## config.mk

```make
export PLATFORM = sky130hd
export DESIGN_NAME = spi_cmd_dispatch_flat
export DESIGN_NICKNAME = d
export VERILOG_FILES = /design/src/rtl/spi_cmd_dispatch_if.sv /design/src/rtl/spi_cmd_dispatch.sv /design/src/flat_wrapper.sv
export SDC_FILE = /design/constraint.sdc
export NUM_CORES = 1
export LEC_CHECK = 0
export CAP_MARGIN = 40
export CORE_MARGIN = 3
export CORE_UTILIZATION = 40
export DETAILED_ROUTE_END_ITERATION = 8
export PLACE_DENSITY = 0.74
export SYNTH_ARGS = -nofsm -noshare
export SYNTH_HDL_FRONTEND = slang
export SYNTH_SLANG_ARGS = --single-unit
```

## constraint.sdc

```tcl
create_clock -name CLK -period 2.95 [get_ports CLK]
set_clock_uncertainty 0.1 [all_clocks]
set_input_delay 0.59 -clock CLK [delete_from_list [all_inputs] [get_ports CLK]]
set_output_delay 0.59 -clock CLK [all_outputs]
set_load 0.02 [all_outputs]
```

## src/rtl/spi_cmd_dispatch_if.sv

```systemverilog
// Byte-level SPI link between the SPI slave front end and the command
// dispatcher.
//   SSEL               : chip select, active low, synchronous to CLK
//   byte_received      : one-CLK strobe, byte_data_received is valid
//   byte_data_received : received byte
//   spi_send_data      : byte shifted out on MISO during the next SPI byte
//   word_received      : one-CLK strobe, a full word was assembled
//   word_data_received : last assembled little-endian word
interface spi_cmd_dispatch_if #(
    parameter int WORD_BYTES = 4
);
    logic                    SSEL;
    logic                    byte_received;
    logic [7:0]              byte_data_received;
    logic [7:0]              spi_send_data;
    logic                    word_received;
    logic [8*WORD_BYTES-1:0] word_data_received;

    modport slave (
        input  SSEL, byte_received, byte_data_received,
        output spi_send_data, word_received, word_data_received
    );

    modport master (
        output SSEL, byte_received, byte_data_received,
        input  spi_send_data, word_received, word_data_received
    );
endinterface

```

## src/rtl/spi_cmd_dispatch.sv

```systemverilog
// SPI command dispatcher for a bank of stepper channels.
// Assembles received bytes into little-endian words, decodes header words
// (opcode, channel, control bits) and executes NOP / WRITE_PERIOD /
// SET_CTRL / READ_PERIOD / CLEAR_ERR.
//   CLK, resetn  : system clock, asynchronous active-low reset
//   spi          : byte link (see spi_cmd_dispatch_if), slave side
//   enable       : per-channel driver enable
//   direction    : per-channel step direction
//   step_period  : per-channel period, channel n at [n*W +: W]
//   err          : sticky command error flag
module spi_cmd_dispatch #(
    parameter int NUM_CHANNELS = 4,
    parameter int WORD_BYTES   = 4
) (
    input  logic                              CLK,
    input  logic                              resetn,
    spi_cmd_dispatch_if.slave                 spi,
    output logic [NUM_CHANNELS-1:0]           enable,
    output logic [NUM_CHANNELS-1:0]           direction,
    output logic [NUM_CHANNELS*8*WORD_BYTES-1:0] step_period,
    output logic                              err
);
    localparam int W = 8 * WORD_BYTES;
    localparam logic [7:0] NCH  = 8'(NUM_CHANNELS);
    localparam logic [2:0] LAST = 3'(WORD_BYTES - 1);

    typedef enum logic [1:0] {
        HEADER     = 2'd0,
        WR_PAYLOAD = 2'd1,
        RD_PAYLOAD = 2'd2
    } state_e;

    state_e                     state_q, state_d;
    logic [2:0]                 cnt_q, cnt_d;
    logic [W-1:0]               buf_q, buf_d;
    logic [3:0]                 ch_q, ch_d;
    logic                       ch_ok_q, ch_ok_d;
    logic                       err_q, err_d;
    logic [NUM_CHANNELS-1:0]    en_q, en_d;
    logic [NUM_CHANNELS-1:0]    dir_q, dir_d;
    logic [NUM_CHANNELS*W-1:0]  per_q, per_d;
    logic [7:0]                 send_q, send_d;
    logic                       wrx_q, wrx_d;
    logic [W-1:0]               word_q, word_d;

    logic                       last;
    logic [W-1:0]               word_asm;
    logic [7:0]                 opcode;
    logic [7:0]                 ch_byte;
    logic [1:0]                 ctrl;
    logic                       ch_valid;
    logic [W-1:0]               rd_word;
    logic [7:0]                 rd_byte;

    assign last = (cnt_q == LAST);

    // Current partial word with the incoming byte merged in at its slot.
    always_comb begin
        word_asm = buf_q;
        for (int unsigned k = 0; k < WORD_BYTES; k++) begin
            if (cnt_q == 3'(k)) begin
                word_asm[k*8 +: 8] = spi.byte_data_received;
            end
        end
    end

    assign opcode   = word_asm[7:0];
    assign ch_byte  = word_asm[15:8];
    assign ch_valid = (ch_byte < NCH);

    // Two-byte words carry no control byte.
    if (WORD_BYTES > 2) begin : g_ctrl
        assign ctrl = word_asm[17:16];
    end else begin : g_no_ctrl
        assign ctrl = '0;
    end

    always_comb begin
        state_d = state_q;
        cnt_d   = cnt_q;
        buf_d   = buf_q;
        ch_d    = ch_q;
        ch_ok_d = ch_ok_q;
        err_d   = err_q;
        en_d    = en_q;
        dir_d   = dir_q;
        per_d   = per_q;
        send_d  = send_q;
        wrx_d   = 1'b0;
        word_d  = word_q;
        rd_word = '0;
        rd_byte = '0;

        if (spi.SSEL) begin
            // Deselect abandons any partial word or pending payload.
            state_d = HEADER;
            cnt_d   = '0;
            buf_d   = '0;
        end else if (spi.byte_received) begin
            buf_d = word_asm;
            cnt_d = last ? 3'd0 : cnt_q + 3'd1;
            if (last) begin
                buf_d  = '0;
                wrx_d  = 1'b1;
                word_d = word_asm;
                case (state_q)
                    HEADER: begin
                        case (opcode)
                            8'h00: ;
                            8'h01, 8'h03: begin
                                // Bad channel still consumes its payload word.
                                state_d = (opcode == 8'h01) ? WR_PAYLOAD : RD_PAYLOAD;
                                ch_d    = ch_byte[3:0];
                                ch_ok_d = ch_valid;
                                if (!ch_valid) err_d = 1'b1;
                            end
                            8'h02: begin
                                if (ch_valid) begin
                                    for (int unsigned n = 0; n < NUM_CHANNELS; n++) begin
                                        if (ch_byte[3:0] == 4'(n)) begin
                                            en_d[n]  = ctrl[0];
                                            dir_d[n] = ctrl[1];
                                        end
                                    end
                                end else begin
                                    err_d = 1'b1;
                                end
                            end
                            8'h04:   err_d = 1'b0;
                            default: err_d = 1'b1;
                        endcase
                    end
                    WR_PAYLOAD: begin
                        for (int unsigned n = 0; n < NUM_CHANNELS; n++) begin
                            if (ch_ok_q && ch_q == 4'(n)) begin
                                per_d[n*W +: W] = word_asm;
                            end
                        end
                        state_d = HEADER;
                    end
                    default: state_d = HEADER;
                endcase
            end

            // Byte for the next SPI transfer: period byte while reading,
            // otherwise status reflecting the post-byte state and index.
            for (int unsigned n = 0; n < NUM_CHANNELS; n++) begin
                if (ch_ok_d && ch_d == 4'(n)) rd_word = per_q[n*W +: W];
            end
            for (int unsigned k = 0; k < WORD_BYTES; k++) begin
                if (cnt_d == 3'(k)) rd_byte = rd_word[k*8 +: 8];
            end
            if (state_d == RD_PAYLOAD) begin
                send_d = rd_byte;
            end else begin
                send_d = {err_d, 3'b000, 2'(state_d), cnt_d[1:0]};
            end
        end
    end

    always_ff @(posedge CLK or negedge resetn) begin
        if (!resetn) begin
            state_q <= HEADER;
            cnt_q   <= '0;
            buf_q   <= '0;
            ch_q    <= '0;
            ch_ok_q <= 1'b0;
            err_q   <= 1'b0;
            en_q    <= '0;
            dir_q   <= '0;
            per_q   <= '0;
            send_q  <= '0;
            wrx_q   <= 1'b0;
            word_q  <= '0;
        end else begin
            state_q <= state_d;
            cnt_q   <= cnt_d;
            buf_q   <= buf_d;
            ch_q    <= ch_d;
            ch_ok_q <= ch_ok_d;
            err_q   <= err_d;
            en_q    <= en_d;
            dir_q   <= dir_d;
            per_q   <= per_d;
            send_q  <= send_d;
            wrx_q   <= wrx_d;
            word_q  <= word_d;
        end
    end

    assign spi.spi_send_data      = send_q;
    assign spi.word_received      = wrx_q;
    assign spi.word_data_received = word_q;
    assign enable                 = en_q;
    assign direction              = dir_q;
    assign step_period            = per_q;
    assign err                    = err_q;
endmodule

```

## src/flat_wrapper.sv

```systemverilog
// flat-port wrapper written by rule: the top's interface ports become plain ports
module spi_cmd_dispatch_flat 
#(
    parameter int NUM_CHANNELS = 4,
    parameter int WORD_BYTES   = 4
)
  (CLK, resetn, enable, direction, step_period, err, spi_SSEL, spi_byte_received, spi_byte_data_received, spi_spi_send_data, spi_word_received, spi_word_data_received);
  spi_cmd_dispatch_if #(.WORD_BYTES(WORD_BYTES)) spi_i ();
  input  logic CLK;
  input  logic resetn;
  output logic [NUM_CHANNELS-1:0] enable;
  output logic [NUM_CHANNELS-1:0] direction;
  output logic [NUM_CHANNELS*8*WORD_BYTES-1:0] step_period;
  output logic err;
  input wire logic [$bits(spi_i.SSEL)-1:0] spi_SSEL;
  input wire logic [$bits(spi_i.byte_received)-1:0] spi_byte_received;
  input wire logic [$bits(spi_i.byte_data_received)-1:0] spi_byte_data_received;
  output wire logic [$bits(spi_i.spi_send_data)-1:0] spi_spi_send_data;
  output wire logic [$bits(spi_i.word_received)-1:0] spi_word_received;
  output wire logic [$bits(spi_i.word_data_received)-1:0] spi_word_data_received;
  assign spi_i.SSEL = spi_SSEL;
  assign spi_i.byte_received = spi_byte_received;
  assign spi_i.byte_data_received = spi_byte_data_received;
  assign spi_spi_send_data = spi_i.spi_send_data;
  assign spi_word_received = spi_i.word_received;
  assign spi_word_data_received = spi_i.word_data_received;
  spi_cmd_dispatch #(.NUM_CHANNELS(NUM_CHANNELS), .WORD_BYTES(WORD_BYTES)) u_core (.CLK(CLK), .resetn(resetn), .spi(spi_i), .enable(enable), .direction(direction), .step_period(step_period), .err(err));
endmodule
```

==> flow_summary.html, run 1 <==
<table>
<tr><th>Metric</th><th>Value</th></tr>
<tr><th colspan="2">Hold path</th></tr>
<tr><td>Worst min path class</td><td>flop to flop</td></tr>
<tr><td>Cell depth of the worst min-delay path</td><td>2</td></tr>
<tr><td>Worst Hold End</td><td>u_core.buf_q[20]</td></tr>
<tr><td>Beginning of the worst hold path</td><td>u_core.buf_q[20]</td></tr>
<tr><th colspan="2">Global route</th></tr>
<tr><td>Number of antenna violations at the first check in global routing</td><td>0</td></tr>
<tr><td>Via count of the first global-routing pass</td><td>~8,700</td></tr>
<tr><td>Largest net degree at the start of global routing</td><td>83</td></tr>
<tr><td>Overall fraction of global-route tracks in use</td><td>0.264</td></tr>
<tr><td>Global-route wire length before repair</td><td>~53,000 um</td></tr>
<tr><td>Congestion Overflow GR</td><td>0</td></tr>
<tr><th colspan="2">Power</th></tr>
<tr><td>Total power</td><td>approximately 7.4 mW</td></tr>
<tr><td>Switching power</td><td>2.05 mW</td></tr>
<tr><td>Clock network fraction of design power</td><td>0.380</td></tr>
<tr><td>Internal power component</td><td>5.33 mW</td></tr>
<tr><td>Peak supply drop</td><td>498 uV</td></tr>
<tr><td>Power density relative to cell area</td><td>approximately 530 nW/um2</td></tr>
<tr><td>Sequential share of power</td><td>0.444</td></tr>
<tr><td>Fraction of power consumed by combinational cells</td><td>0.176</td></tr>
<tr><td>Fraction of power spent switching nets</td><td>0.278</td></tr>
<tr><td>Lkg Pwr</td><td>6.13 nW</td></tr>
<tr><th colspan="2">Final layout</th></tr>
<tr><td>Share of cells above drive strength 1</td><td>0.184</td></tr>
<tr><td>Ant diodes</td><td>0</td></tr>
<tr><td>Post-layout nets</td><td>1,267</td></tr>
<tr><td>Post-layout util</td><td>0.588</td></tr>
<tr><td>Layout area overhead</td><td>43.4%</td></tr>
<tr><th colspan="2">Timing</th></tr>
<tr><td>Shortest clock period the worst path allows after layout</td><td>approximately 3100 ps</td></tr>
<tr><td>Crit share post-route</td><td>1.03</td></tr>
<tr><td>Min setup slack post-route</td><td>-101 ps</td></tr>
<tr><td>Max Clk Rate</td><td>328 MHz</td></tr>
<tr><td>Slew at the pin closest to its max-slew limit</td><td>772 ps</td></tr>
<tr><td>Pins Over Slew Limit</td><td>0</td></tr>
<tr><td>Final hold violations</td><td>0</td></tr>
<tr><td>Worst relative slew slack</td><td>0.470</td></tr>
<tr><td>RSZ-0062 raised after global routing</td><td>yes</td></tr>
<tr><td>Total of endpoints with negative setup slack in the final report</td><td>6</td></tr>
<tr><th colspan="2">Floorplan</th></tr>
<tr><td>Die Height</td><td>162 um</td></tr>
<tr><td>Area of the placeable core</td><td>23,600 um2</td></tr>
<tr><td>Number of core rows</td><td>56</td></tr>
<tr><td>Die Area</td><td>between 20,000 and 30,000 um2</td></tr>
<tr><td>Die Wd</td><td>162 um</td></tr>
<tr><td>Total I/O pin count</td><td>190</td></tr>
<tr><td>Starting Density</td><td>0.410</td></tr>
<tr><th colspan="2">Route</th></tr>
<tr><td>Post-DR vias/cell</td><td>5.65</td></tr>
<tr><td>Met1 routed wirelength after detailed routing</td><td>14,800 um</td></tr>
<tr><td>Highest metal layer used by the detailed router</td><td>met4</td></tr>
<tr><td>Total wirelength of the detailed-routed design</td><td>35,000 um</td></tr>
<tr><td>Count of unresolved DRC violations after routing</td><td>0</td></tr>
<tr><td>Number of violations reported at the end of detailed-routing iteration 0</td><td>between 900 and 1,000</td></tr>
<tr><td>Post-detailed-route count of antenna-violating nets</td><td>0</td></tr>
<tr><td>Wire length on met3</td><td>3120 um</td></tr>
<tr><td>Detailed-route via count</td><td>8,973</td></tr>
<tr><td>Routed wl met2</td><td>~16,000 um</td></tr>
<tr><td>Length of the first detailed-routing pass in iterations</td><td>8</td></tr>
<tr><td>Wire per inst</td><td>22.1 um</td></tr>
<tr><th colspan="2">Worst setup path</th></tr>
<tr><td>Logic depth of the worst register-to-register path</td><td>12</td></tr>
<tr><td>Launch point of the worst reg-to-reg path</td><td>u_core.cnt_q[0]</td></tr>
<tr><td>CP Launch Type</td><td>flop</td></tr>
<tr><td>Sort of element at the end of the critical path</td><td>flop</td></tr>
<tr><td>Cells traversed along the worst timing path</td><td>inv_2, ha_4, nor2b_4, mux2i_4, nor4_4, buf_6, a31o_4, buf_8, a222oi_1, nor2_1, or3_1, a32o_1</td></tr>
<tr><td>Flop-to-flop setup slack</td><td>-100 ps</td></tr>
<tr><td>Reg2Reg Capture Point</td><td>u_core.spi.spi_send_data[6]</td></tr>
<tr><td>Crit path kind</td><td>flop to flop</td></tr>
<tr><td>Required time at the worst-slack endpoint</td><td>roughly 3300 ps</td></tr>
<tr><td>Worst stage delay on the critical path</td><td>approximately 400 ps</td></tr>
<tr><td>Worst-path maximum fanout</td><td>9</td></tr>
<tr><td>Worst endpoint data arrival time</td><td>3360 ps</td></tr>
<tr><td>Max stage delay cell, worst path</td><td>dfrtp_1</td></tr>
<tr><th colspan="2">Clock tree</th></tr>
<tr><td>CTS tree</td><td>built</td></tr>
<tr><td>Clock tree sinks</td><td>220</td></tr>
<tr><td>Clk root buf</td><td>clkbuf_16</td></tr>
<tr><td>Clock transition at the register clock pins on the worst setup and hold paths after CTS</td><td>about 60 ps</td></tr>
<tr><td>Worst skew pair latency</td><td>510 ps</td></tr>
<tr><td>TritonCTS buffer count</td><td>23</td></tr>
<tr><td>Maximum number of buffers from clock root to sink</td><td>3</td></tr>
<tr><td>H-tree depth</td><td>1</td></tr>
<tr><th colspan="2">Flow run</th></tr>
<tr><td>Number of max-cap violations</td><td>0</td></tr>
<tr><th colspan="2">Run status</th></tr>
<tr><td>Failing checks</td><td>setup timing</td></tr>
<tr><td>Result of the run</td><td>finished with violations</td></tr>
<tr><th colspan="2">Logic synthesis</th></tr>
<tr><td>Share of synthesized cell area in full adder, half adder and majority cells</td><td>0.00517</td></tr>
<tr><td>Share of synthesized flip-flops with an asynchronous set or reset</td><td>1.00</td></tr>
<tr><td>Netlist cell types</td><td>54</td></tr>
<tr><td>Gate Count Post-Synth</td><td>between 900 and 1,000</td></tr>
<tr><td>Largest family of logic cells by synthesized area</td><td>compound AO/OA/AOI/OAI gates</td></tr>
<tr><td>Most common flop cell mapped by yosys</td><td>dfrtp_1</td></tr>
<tr><td>Number of nets produced by synthesis</td><td>around 1,000</td></tr>
<tr><td>Synth Cell Area</td><td>9680 um2</td></tr>
<tr><td>Multiplexer share of the synthesized area</td><td>0.0725</td></tr>
<tr><td>Register bit total from synthesis</td><td>220</td></tr>
<tr><td>Post-synthesis share of cell area spent on and, or, nand and nor gates</td><td>0.144</td></tr>
<tr><td>Number of warnings reported in the yosys synthesis log</td><td>0</td></tr>
<tr><td>Average cell area after synthesis</td><td>between 9 and 10 um2</td></tr>
<tr><td>Synth Area in XOR/XNOR</td><td>0</td></tr>
<tr><td>Compound-gate portion of the synthesized area</td><td>0.180</td></tr>
<tr><td>Number of enable-type register cells in the synthesized netlist</td><td>0</td></tr>
<tr><td>Post-synthesis sequential area ratio</td><td>0.569</td></tr>
<tr><th colspan="2">Placed design</th></tr>
<tr><td>Count of buffers from port buffering</td><td>189</td></tr>
<tr><td>Detail Placement HPWL</td><td>25,600 um</td></tr>
<tr><td>Global placement routability congestion</td><td>approximately 0.95</td></tr>
</table>
[synth_stat cells, types with 10 or more instances]
| cell type | instances | area, um2 |
|---|---|---|
| a21oi_1 | 110 | 551 |
| o21ai_0 | 102 | 510 |
| clkbuf_1 | 47 | 176 |
| a22oi_1 | 11 | 82.6 |
| a22o_1 | 18 | 158 |
| nor2_1 | 118 | 443 |
| a222oi_1 | 15 | 150 |
| dfrtp_1 | 220 | 5510 |
| and2_1 | 10 | 62.6 |
| mux2_2 | 22 | 248 |
| nand2_1 | 130 | 488 |
| mux2i_1 | 44 | 440 |
[worst max-delay path, delay by kind of cell, from the launching register on]
| kind | cells | cell delay [ps] |
|---|---|---|
| mux | 1 | 320 |
| flops | 1 | 400 |
| buf+inv | 3 | 400 |
| compound gates | 3 | 860 |
| fa+ha+maj | 1 | 140 |
| simple gates | 4 | 720 |
[layout by cell type, fill, tap and decap left out, drive strengths merged, types with 15 or more instances in the layout]
cell type      count
o21ai            103
mux2              22
a22o              18
mux2i             45
dfrtp            220
nand2            130
buf              130
a222oi            15
clkbuf            32
nor2             118
clkdlybuf4s50    186
a21oi            110
[routing by layer]
metal | vias up | global-route usage
met3 | 90 | 0.0490
met1 | 4421 | 0.379
li1 | 4003 | -
met4 | 0 | 0.104
met5 | - | 0
met2 | 459 | 0.399
[power groups by stage]
stage               combinational [mW]  clock [mW]  sequential [mW]
finish                            1.30        2.80             3.28
floorplan                        0.377           0             3.48
global placement                  1.21           0             3.33
detailed placement                1.22           0             3.33
CTS                               1.28        2.82             3.28
global route                      1.39        2.96             3.30
[logic make-up (layout without fill, tap and decap cells)]
group	count (synthesis)	in the layout
AOI/OAI and AO/OA	293	293
adders and majority gates	4	4
buffers and inverters	69	369
DFF	220	220
muxes	67	67
and+or+nand+nor	315	315
[area by class of cell]
class                      instances  area, um2
multi-input combinational        679       4170
sequential                       220       5510
clock inverter                    10       92.6
fill                            1995       9730
clock buffer                      32        629
inverter                           8       30.0
timing repair buffer             319       3050
tap                              319        399
[timing repair]
| item | CTS | global route |
|---|---|---|
| hold endpoints to repair | 50 | 0 |
| pin swaps | 16 | 22 |
| gates resized for setup | 44 | 23 |
| endpoints found under the setup margin | 8 | 16 |
| hold buffers | 1 | 0 |
| setup buffers | 9 | 6 |
[worst max path at each step]
stage	startpoint	depth (start not counted)	endpoint
5_1_grt	u_core.cnt_q[0]	12	u_core.spi.spi_send_data[6]
4_1_cts	u_core.cnt_q[0]	12	u_core.spi.spi_send_data[7]
6_report	u_core.cnt_q[0]	12	u_core.spi.spi_send_data[6]
3_3_place_gp	spi_byte_data_received[4]	9	u_core.spi.spi_send_data[4]
3_5_place_dp	spi_byte_data_received[4]	9	u_core.spi.spi_send_data[4]
2_1_floorplan	u_core.cnt_q[1]	9	u_core.spi.spi_send_data[6]
[through the flow]
step                      TNS [ps]  cells  hold slack (ps)  worst slack, ps  instance area [um2]
after detailed placement     -7350   1530              374             -702                12700
after global routing         -1800   1587              397             -254                13900
after CTS                    -67.1   1581              388            -29.9                13700
after global placement       -6610   1530              362             -673                12700
after floorplan               -219    968              194             -106                 9720
final                         -286   1587              388             -101                13900
[flip-flops by register name, indices dropped and copies added, names as in the netlist]
name                           cells
u_core.spi.word_data_received     32
u_core.ch_ok_q                     1
u_core.spi.spi_send_data           8
u_core.step_period               128
u_core.state_q                     2
u_core.buf_q                      32
u_core.enable                      4
u_core.ch_q                        4
u_core.direction                   4
u_core.err                         1
u_core.spi.word_received           1
u_core.cnt_q                       3
No activity file was read; power rests on OpenSTA's default activity.
==> run 2: changes to the inputs <==
GPL_ROUTABILITY_DRIVEN = 0   (was unset)
PLACE_DENSITY = 0.67   (was 0.74)
==> run 2 against run 1 <==
  * The flow still finishes with violations (setup timing)
  * Sequential share of layout area fell by 0.29 points
  * Worst setup slack got worse by 38 ps
  * Largest cell class unchanged
  * Wire length barely moved
  * Combinational power barely moved
  * Non-clock buffer count rose by 3
  * Worst hold slack got worse by 11 ps
  * Global-route usage fell by 0.40 points
  * Critical path depth did not move
  * Sequential power barely moved
  * Count of clock-buffer cells in the layout rose by 3
  * Fmax fell by 1.2%
  * Total power rose by 6.1%
==> flow_summary.html, run 2 (synthesis gave the netlist of run 1 again) <==
<table>
<tr><th>Metric</th><th>Value</th></tr>
<tr><th colspan="2">Power</th></tr>
<tr><td>Sequential share of power</td><td>0.419 (-0.025)</td></tr>
<tr><td>Internal power component</td><td>5.78 mW (+8.5%)</td></tr>
<tr><td>Lkg Pwr</td><td>6.21 nW (+1.2%)</td></tr>
<tr><td>Switching power</td><td>2.05 mW (about the same)</td></tr>
<tr><td>Peak supply drop</td><td>362 uV (-27%)</td></tr>
<tr><td>Fraction of power spent switching nets</td><td>0.262 (-0.0158)</td></tr>
<tr><td>Power density relative to cell area</td><td>560 nW/um2 (+5.3%)</td></tr>
<tr><td>Clock network fraction of design power</td><td>0.415 (+0.035)</td></tr>
<tr><td>Fraction of power consumed by combinational cells</td><td>0.167 (-0.009)</td></tr>
<tr><th colspan="2">Clock tree</th></tr>
<tr><td>Clock transition at the register clock pins on the worst setup and hold paths after CTS</td><td>60 ps (about the same)</td></tr>
<tr><td>Maximum number of buffers from clock root to sink</td><td>3 (unchanged)</td></tr>
<tr><td>CTS tree</td><td>built</td></tr>
<tr><td>Clock tree sinks</td><td>220 (unchanged)</td></tr>
<tr><td>TritonCTS buffer count</td><td>24 (+4.3%)</td></tr>
<tr><td>Clk root buf</td><td>clkbuf_16</td></tr>
<tr><td>H-tree depth</td><td>1 (unchanged)</td></tr>
<tr><td>Worst skew pair latency</td><td>520 ps (about the same)</td></tr>
<tr><th colspan="2">Global route</th></tr>
<tr><td>Largest net degree at the start of global routing</td><td>75 (-9.6%)</td></tr>
<tr><td>Overall fraction of global-route tracks in use</td><td>0.260 (-0.00400)</td></tr>
<tr><td>Via count of the first global-routing pass</td><td>8,436 (-2.9%)</td></tr>
<tr><td>Congestion Overflow GR</td><td>0 (unchanged)</td></tr>
<tr><td>Global-route wire length before repair</td><td>52,300 um (-1.4%)</td></tr>
<tr><td>Number of antenna violations at the first check in global routing</td><td>0 (unchanged)</td></tr>
<tr><th colspan="2">Floorplan</th></tr>
<tr><td>Die Height</td><td>162 um (unchanged)</td></tr>
<tr><td>Die Wd</td><td>162 um (unchanged)</td></tr>
<tr><td>Total I/O pin count</td><td>190 (unchanged)</td></tr>
<tr><td>Area of the placeable core</td><td>23,600 um2 (unchanged)</td></tr>
<tr><td>Starting Density</td><td>0.410 (unchanged)</td></tr>
<tr><td>Die Area</td><td>26,100 um2 (unchanged)</td></tr>
<tr><td>Number of core rows</td><td>56 (unchanged)</td></tr>
<tr><th colspan="2">Route</th></tr>
<tr><td>Highest metal layer used by the detailed router</td><td>met4</td></tr>
<tr><td>Detailed-route via count</td><td>8,975 (+0.022%)</td></tr>
<tr><td>Wire length on met3</td><td>3130 um (+0.29%)</td></tr>
<tr><td>Routed wl met2</td><td>16,000 um (+2.9%)</td></tr>
<tr><td>Number of violations reported at the end of detailed-routing iteration 0</td><td>946 (-0.42%)</td></tr>
<tr><td>Post-DR vias/cell</td><td>5.64 (-0.17%)</td></tr>
<tr><td>Length of the first detailed-routing pass in iterations</td><td>8 (unchanged)</td></tr>
<tr><td>Post-detailed-route count of antenna-violating nets</td><td>0 (unchanged)</td></tr>
<tr><td>Wire per inst</td><td>22.0 um (-0.10%)</td></tr>
<tr><td>Total wirelength of the detailed-routed design</td><td>35,000 um (about the same)</td></tr>
<tr><td>Met1 routed wirelength after detailed routing</td><td>14,800 um (+0.38%)</td></tr>
<tr><td>Count of unresolved DRC violations after routing</td><td>0 (unchanged)</td></tr>
<tr><th colspan="2">Hold path</th></tr>
<tr><td>Worst min path class</td><td>flop to flop</td></tr>
<tr><td>Cell depth of the worst min-delay path</td><td>2 (unchanged)</td></tr>
<tr><td>Beginning of the worst hold path</td><td>u_core.buf_q[19]</td></tr>
<tr><td>Worst Hold End</td><td>u_core.buf_q[19]</td></tr>
<tr><th colspan="2">Worst setup path</th></tr>
<tr><td>Crit path kind</td><td>flop to flop</td></tr>
<tr><td>Worst-path maximum fanout</td><td>3 (-6)</td></tr>
<tr><td>Required time at the worst-slack endpoint</td><td>3260 ps (about the same)</td></tr>
<tr><td>CP Launch Type</td><td>flop</td></tr>
<tr><td>Sort of element at the end of the critical path</td><td>flop</td></tr>
<tr><td>Flop-to-flop setup slack</td><td>-140 ps (-40 ps)</td></tr>
<tr><td>Critical path origin</td><td>u_core.cnt_q[0]</td></tr>
<tr><td>Category of cells accounting for the largest share of critical-path delay</td><td>simple AND/OR/NAND/NOR gates</td></tr>
<tr><td>Cells traversed along the worst timing path</td><td>inv_2, ha_4, nor2b_4, mux2i_4, buf_4, buf_4, or4_1, o21ai_2, and2_1, nand4_1, or3_1, o221a_2</td></tr>
<tr><td>Cell with the most instances on the worst path</td><td>buf_4</td></tr>
<tr><td>Reg2Reg Capture Point</td><td>u_core.spi.spi_send_data[7]</td></tr>
<tr><td>Launch point of the worst reg-to-reg path</td><td>u_core.cnt_q[0]</td></tr>
<tr><td>Worst endpoint data arrival time</td><td>3400 ps (+40 ps)</td></tr>
<tr><td>Buf/Inv on CP</td><td>3 (unchanged)</td></tr>
<tr><td>Max stage delay cell, worst path</td><td>or4_1</td></tr>
<tr><td>Worst stage delay on the critical path</td><td>580 ps (+180 ps)</td></tr>
<tr><td>Logic depth of the worst register-to-register path</td><td>12 (unchanged)</td></tr>
<tr><th colspan="2">Placed design</th></tr>
<tr><td>Worst slack after detailed placement</td><td>-597 ps (+105 ps)</td></tr>
<tr><td>Count of buffers from port buffering</td><td>189 (unchanged)</td></tr>
<tr><td>Number of placed cells counting well taps</td><td>1,531 (+0.065%)</td></tr>
<tr><td>Detail Placement HPWL</td><td>25,400 um (-0.61%)</td></tr>
<tr><th colspan="2">Run status</th></tr>
<tr><td>Result of the run</td><td>finished with violations</td></tr>
<tr><td>Failing checks</td><td>setup timing</td></tr>
<tr><th colspan="2">Final layout</th></tr>
<tr><td>Post-layout nets</td><td>1,271 (+0.32%)</td></tr>
<tr><td>Number of flip-flops in the largest register</td><td>128 (unchanged)</td></tr>
<tr><td>Ant diodes</td><td>0 (unchanged)</td></tr>
<tr><td>Post-layout util</td><td>0.592 (+0.00445)</td></tr>
<tr><td>Layout area overhead</td><td>44.5%</td></tr>
<tr><td>Most common cell after layout, fill and taps aside</td><td>dfrtp_1</td></tr>
<tr><td>Final std cells w/o fill</td><td>1,590 (+0.19%)</td></tr>
<tr><td>Share of cells above drive strength 1</td><td>0.189 (+0.00507)</td></tr>
<tr><td>Commonest non-fill, non-tap cells in the layout</td><td>219 x dfrtp_1, 187 x clkdlybuf4s50_1, 130 x nand2_1</td></tr>
<tr><th colspan="2">Timing</th></tr>
<tr><td>Total of endpoints with negative setup slack in the final report</td><td>12 (+6)</td></tr>
<tr><td>Worst relative slew slack</td><td>0.515 (+0.0442)</td></tr>
<tr><td>Max Clk Rate</td><td>324 MHz (-1.2%)</td></tr>
<tr><td>Shortest clock period the worst path allows after layout</td><td>3090 ps (+38.2 ps)</td></tr>
<tr><td>Crit share post-route</td><td>1.05 (+0.0130)</td></tr>
<tr><td>Final hold violations</td><td>0 (unchanged)</td></tr>
<tr><td>Slew at the pin closest to its max-slew limit</td><td>718 ps (-53.9 ps)</td></tr>
<tr><td>Min setup slack post-route</td><td>-139 ps (-38.2 ps)</td></tr>
<tr><td>Pins Over Slew Limit</td><td>0 (unchanged)</td></tr>
<tr><td>RSZ-0062 raised after global routing</td><td>yes</td></tr>
<tr><th colspan="2">Flow run</th></tr>
<tr><td>Number of max-cap violations</td><td>0 (unchanged)</td></tr>
</table>
-- run 2: cell types whose count changed in the layout (fill, tap and decap cells not counted), sizes merged --
cell,before,now
buf,130,133
bufinv,1,4
clkbuf,32,35
clkdlybuf4s50,186,187
clkinv,4,2
clkinvlp,3,1
dlymetal6s2s,2,1
inv,10,8
-- run 2: worst max path at each step --
stage	end	cells past startpoint	slack [ps]
2_1_floorplan	u_core.spi.spi_send_data[6]	9	-110
3_3_place_gp	u_core.spi.spi_send_data[6]	11	-520
3_5_place_dp	u_core.spi.spi_send_data[6]	11	-600
4_1_cts	u_core.spi.spi_send_data[6]	12	-90
5_1_grt	u_core.spi.spi_send_data[3]	12	-250
6_report	u_core.spi.spi_send_data[7]	12	-140
-- run 2: what timing repair did --
action                                  in CTS  in global routing
endpoints found under the hold margin       69                  0
resized for setup                           26                 33
pin swaps                                   10                 21
setup buffers                               12                  6
endpoints found under the setup margin      16                 16
hold buffers                                 1                  0
-- run 2: power by group through the flow --
stage / combinational, mW / clock [mW] / sequential [mW]
global route: 1.38 / 3.41 / 3.30
detailed placement: 1.22 / 0 / 3.33
finish: 1.31 / 3.25 / 3.28
CTS: 1.26 / 3.29 / 3.28
global placement: 1.21 / 0 / 3.33
floorplan: 0.377 / 0 / 3.48
-- run 2: cell type report --
type	instances	area (um2)
fillers	1945	9630
clock inverters	7	138
clock buffers	35	723
flip-flops and latches	220	5510
well taps	319	399
repair buffers	322	3030
inverters	8	30.0
multi-input cells	679	4160
-- run 2: routing by layer --
metal | GRT usage | vias to the layer above
met5 | 0 | -
li1 | - | 4013
met3 | 0.0521 | 76
met1 | 0.370 | 4401
met2 | 0.404 | 485
met4 | 0.0798 | 0
-- run 2: worst min-delay path: stages, from the launching register on --
cell	delay, ps
dfrtp_1	340
nand2_1	40
o21ai_0	60
-- run 2: stage by stage --
step | power [mW] | hold WS (ps) | area (um2) | setup TNS, ps
2_1_floorplan | 3.85 | 194 | 9720 | -219
3_3_place_gp | 4.54 | 362 | 12700 | -5680
3_5_place_dp | 4.55 | 371 | 12700 | -6350
4_1_cts | 7.84 | 384 | 13800 | -265
5_1_grt | 8.09 | 399 | 14000 | -1890
6_report | 7.83 | 377 | 14000 | -679
==> run 3: changes to the inputs <==
GPL_ROUTABILITY_DRIVEN = unset   (was 0)
==> run 3 against run 2 <==
  * The flow still finishes with violations (setup timing)
  * Register-to-register slack about the same
  * Critical path depth grew 2
  * Worst setup slack worse by 14 ps
  * Count of clock-buffer cells in the layout is 4 lower
  * Final area decreased by 0.30%
  * Die area unchanged
  * Via count down 0.66%
  * Sequential cell count did not move
  * Sequential share of layout area up 0.11 points
  * First-iteration DRC count decreased by 8.1%
  * Largest cell class unchanged
==> flow_summary.html, run 3 (synthesis gave the netlist of run 1 again) <==
<table>
<tr><th>Metric</th><th>Value</th></tr>
<tr><th colspan="2">Timing</th></tr>
<tr><td>Total negative slack for setup checks</td><td>-608 ps (+71.1 ps)</td></tr>
<tr><td>Max Clk Rate</td><td>322 MHz (-0.46%)</td></tr>
<tr><td>Crit share post-route</td><td>1.05 (+0.00484)</td></tr>
<tr><td>Final hold violations</td><td>0 (unchanged)</td></tr>
<tr><td>Total of endpoints with negative setup slack in the final report</td><td>7 (-5)</td></tr>
<tr><td>Hold slack final</td><td>385 ps (+7.42 ps)</td></tr>
<tr><td>Shortest clock period the worst path allows after layout</td><td>3100 ps (+14.3 ps)</td></tr>
<tr><td>Worst relative slew slack</td><td>0.500 (-0.0149)</td></tr>
<tr><td>Min setup slack post-route</td><td>-153 ps (-14.3 ps)</td></tr>
<tr><td>Slew at the pin closest to its max-slew limit</td><td>744 ps (+25.5 ps)</td></tr>
<tr><td>RSZ-0062 raised after global routing</td><td>yes</td></tr>
<tr><td>Pins Over Slew Limit</td><td>0 (unchanged)</td></tr>
<tr><th colspan="2">Flow run</th></tr>
<tr><td>Number of max-cap violations</td><td>0 (unchanged)</td></tr>
<tr><th colspan="2">Clock tree</th></tr>
<tr><td>H-tree depth</td><td>1 (unchanged)</td></tr>
<tr><td>Clk root buf</td><td>clkbuf_16</td></tr>
<tr><td>TritonCTS buffer count</td><td>24 (unchanged)</td></tr>
<tr><td>Maximum number of buffers from clock root to sink</td><td>3 (unchanged)</td></tr>
<tr><td>Worst skew pair latency</td><td>540 ps (+20 ps)</td></tr>
<tr><td>CTS tree</td><td>built</td></tr>
<tr><td>Clock tree sinks</td><td>220 (unchanged)</td></tr>
<tr><td>Clock transition at the register clock pins on the worst setup and hold paths after CTS</td><td>60 ps (about the same)</td></tr>
<tr><th colspan="2">Route</th></tr>
<tr><td>Post-detailed-route count of antenna-violating nets</td><td>0 (unchanged)</td></tr>
<tr><td>Detailed-route via count</td><td>8,916 (-0.66%)</td></tr>
<tr><td>Count of unresolved DRC violations after routing</td><td>0 (unchanged)</td></tr>
<tr><td>Length of the first detailed-routing pass in iterations</td><td>9 (+1)</td></tr>
<tr><td>Total wirelength of the detailed-routed design</td><td>35,700 um (+2.0%)</td></tr>
<tr><td>Post-DR vias/cell</td><td>5.59 (-0.97%)</td></tr>
<tr><td>Wire per inst</td><td>22.4 um (+1.7%)</td></tr>
<tr><td>Number of violations reported at the end of detailed-routing iteration 0</td><td>869 (-8.1%)</td></tr>
<tr><th colspan="2">Floorplan</th></tr>
<tr><td>Die Area</td><td>26,100 um2 (unchanged)</td></tr>
<tr><td>Total I/O pin count</td><td>190 (unchanged)</td></tr>
<tr><td>Starting Density</td><td>0.410 (unchanged)</td></tr>
<tr><td>Area of the placeable core</td><td>23,600 um2 (unchanged)</td></tr>
<tr><td>Die Height</td><td>162 um (unchanged)</td></tr>
<tr><td>Number of core rows</td><td>56 (unchanged)</td></tr>
<tr><td>Die Wd</td><td>162 um (unchanged)</td></tr>
<tr><th colspan="2">Global route</th></tr>
<tr><td>Number of antenna violations at the first check in global routing</td><td>1 (+1)</td></tr>
<tr><td>Largest net degree at the start of global routing</td><td>73 (-2.7%)</td></tr>
<tr><td>Overall fraction of global-route tracks in use</td><td>0.270 (+0.00943)</td></tr>
<tr><td>Via count of the first global-routing pass</td><td>8,666 (+2.7%)</td></tr>
<tr><td>Congestion Overflow GR</td><td>0 (unchanged)</td></tr>
<tr><td>Global-route wire length before repair</td><td>54,100 um (+3.4%)</td></tr>
<tr><th colspan="2">Placed design</th></tr>
<tr><td>Count of buffers from port buffering</td><td>189 (unchanged)</td></tr>
<tr><td>Detail Placement HPWL</td><td>25,900 um (+1.9%)</td></tr>
<tr><td>Worst slack after detailed placement</td><td>-625 ps (-27.5 ps)</td></tr>
<tr><td>Global placement routability congestion</td><td>0.952</td></tr>
<tr><th colspan="2">Worst setup path</th></tr>
<tr><td>Required time at the worst-slack endpoint</td><td>3280 ps (+20 ps)</td></tr>
<tr><td>Crit path kind</td><td>flop to flop</td></tr>
<tr><td>CP Launch Type</td><td>flop</td></tr>
<tr><td>Sort of element at the end of the critical path</td><td>flop</td></tr>
<tr><td>Worst-path maximum fanout</td><td>8 (+5)</td></tr>
<tr><td>Worst endpoint data arrival time</td><td>3430 ps (+30 ps)</td></tr>
<tr><th colspan="2">Hold path</th></tr>
<tr><td>Worst min path class</td><td>flop to flop</td></tr>
<tr><th colspan="2">Run status</th></tr>
<tr><td>Result of the run</td><td>finished with violations</td></tr>
<tr><td>Failing checks</td><td>setup timing</td></tr>
<tr><th colspan="2">Final layout</th></tr>
<tr><td>Share of cells above drive strength 1</td><td>0.184 (-0.00466)</td></tr>
<tr><td>Post-layout nets</td><td>1,277 (+0.47%)</td></tr>
<tr><td>Number of flip-flops in the largest register</td><td>128 (unchanged)</td></tr>
<tr><td>Most common cell after layout, fill and taps aside</td><td>dfrtp_1</td></tr>
<tr><td>Ant diodes</td><td>0 (unchanged)</td></tr>
<tr><td>Commonest non-fill, non-tap cells in the layout</td><td>220 x dfrtp_1, 187 x clkdlybuf4s50_1, 129 x nand2_1</td></tr>
<tr><td>Layout area overhead</td><td>44.0%</td></tr>
<tr><td>Layout fillers</td><td>2,000 (+2.8%)</td></tr>
<tr><th colspan="2">Power</th></tr>
<tr><td>Total power</td><td>7.51 mW (-4.1%)</td></tr>
<tr><td>Peak supply drop</td><td>372 uV (+2.6%)</td></tr>
<tr><td>Lkg Pwr</td><td>6.18 nW (-0.48%)</td></tr>
<tr><td>Power density relative to cell area</td><td>539 nW/um2 (-3.8%)</td></tr>
</table>
## run 3: cell types whose count changed in the layout (fill, tap and decap cells not counted), sizes merged
cell / before / now
clkinvlp: 1 / 0
clkinv: 2 / 8
buf: 133 / 138
inv: 8 / 9
bufinv: 4 / 1
clkbuf: 35 / 32
## run 3: timing repair
action                                 4_1_cts  5_1_grt
hold buffers                                 1        0
setup buffers                               13        9
setup endpoints to repair                    8       48
endpoints found under the hold margin       68        0
gates cloned                                 2        0
resized for setup                           19       29
pin swaps                                    6       19
## run 3: power by group
group          switching, mW  internal, mW  total, mW  leakage [nW]
clock                   1.26          1.67       2.93         0.380
combinational          0.730         0.569       1.30          2.78
sequential             0.112          3.17       3.28          3.01
## run 3: per-stage QoR
step / area [um2] / instances / utilization
floorplan: 9720 / 968 / -
global placement: 12700 / 1530 / 0.539
detailed placement: 12700 / 1530 / 0.539
CTS: 13800 / 1586 / 0.583
global route: 13900 / 1595 / 0.590
finish: 13900 / 1595 / 0.590
## run 3: layer usage
layer / GRT usage / share of wire / wire [um] / up-vias
met2: 0.415 / 0.45 / 16000 / 452
li1: - / - / - / 4030
met5: 0 / 0 / 0 / -
met1: 0.380 / 0.43 / 15200 / 4358
met4: 0.0919 / 0.035 / 1240 / 0
met3: 0.0580 / 0.090 / 3230 / 76
## run 3: worst max-delay path, stage by stage (launching register included)
cell	delay [ps]
dfrtp_1	440
inv_2	100
ha_4	130
nor2b_4	270
mux2i_4	310
nor4_4	80
buf_6	150
buf_12	120
mux2i_4	190
buf_6	170
buf_4	130
a21oi_1	110
o21ai_0	90
or3_1	380
a32o_1	220
## run 3: path summary, 6_finish.rpt
kind                                       start                           endpoint  slack [ps]  depth (start not counted)
worst max-delay path             u_core.cnt_q[0]        u_core.spi.spi_send_data[6]        -150                         14
worst min-delay path            u_core.buf_q[29]                   u_core.buf_q[29]         380                          1
worst max register to register   u_core.cnt_q[0]        u_core.spi.spi_send_data[6]        -150                         14
worst min register to register  u_core.buf_q[29]                   u_core.buf_q[29]         380                          1
max in group asynchronous                 resetn  u_core.spi.word_data_received[27]        1380                          3
min in group asynchronous                 resetn              u_core.step_period[0]         540                          2
## run 3: final cells by class
cell class | instances | area, um2 | share of cell area
Clock buffer | 31 | 657 | 0.0471
Clock inverter | 10 | 111 | 0.00799
Inverter | 8 | 30.0 | 0.00215
Multi-Input combinational cell | 679 | 4120 | 0.295
Sequential cell | 220 | 5510 | 0.395
Tap cell | 319 | 399 | 0.0286
Timing Repair Buffer | 328 | 3120 | 0.224
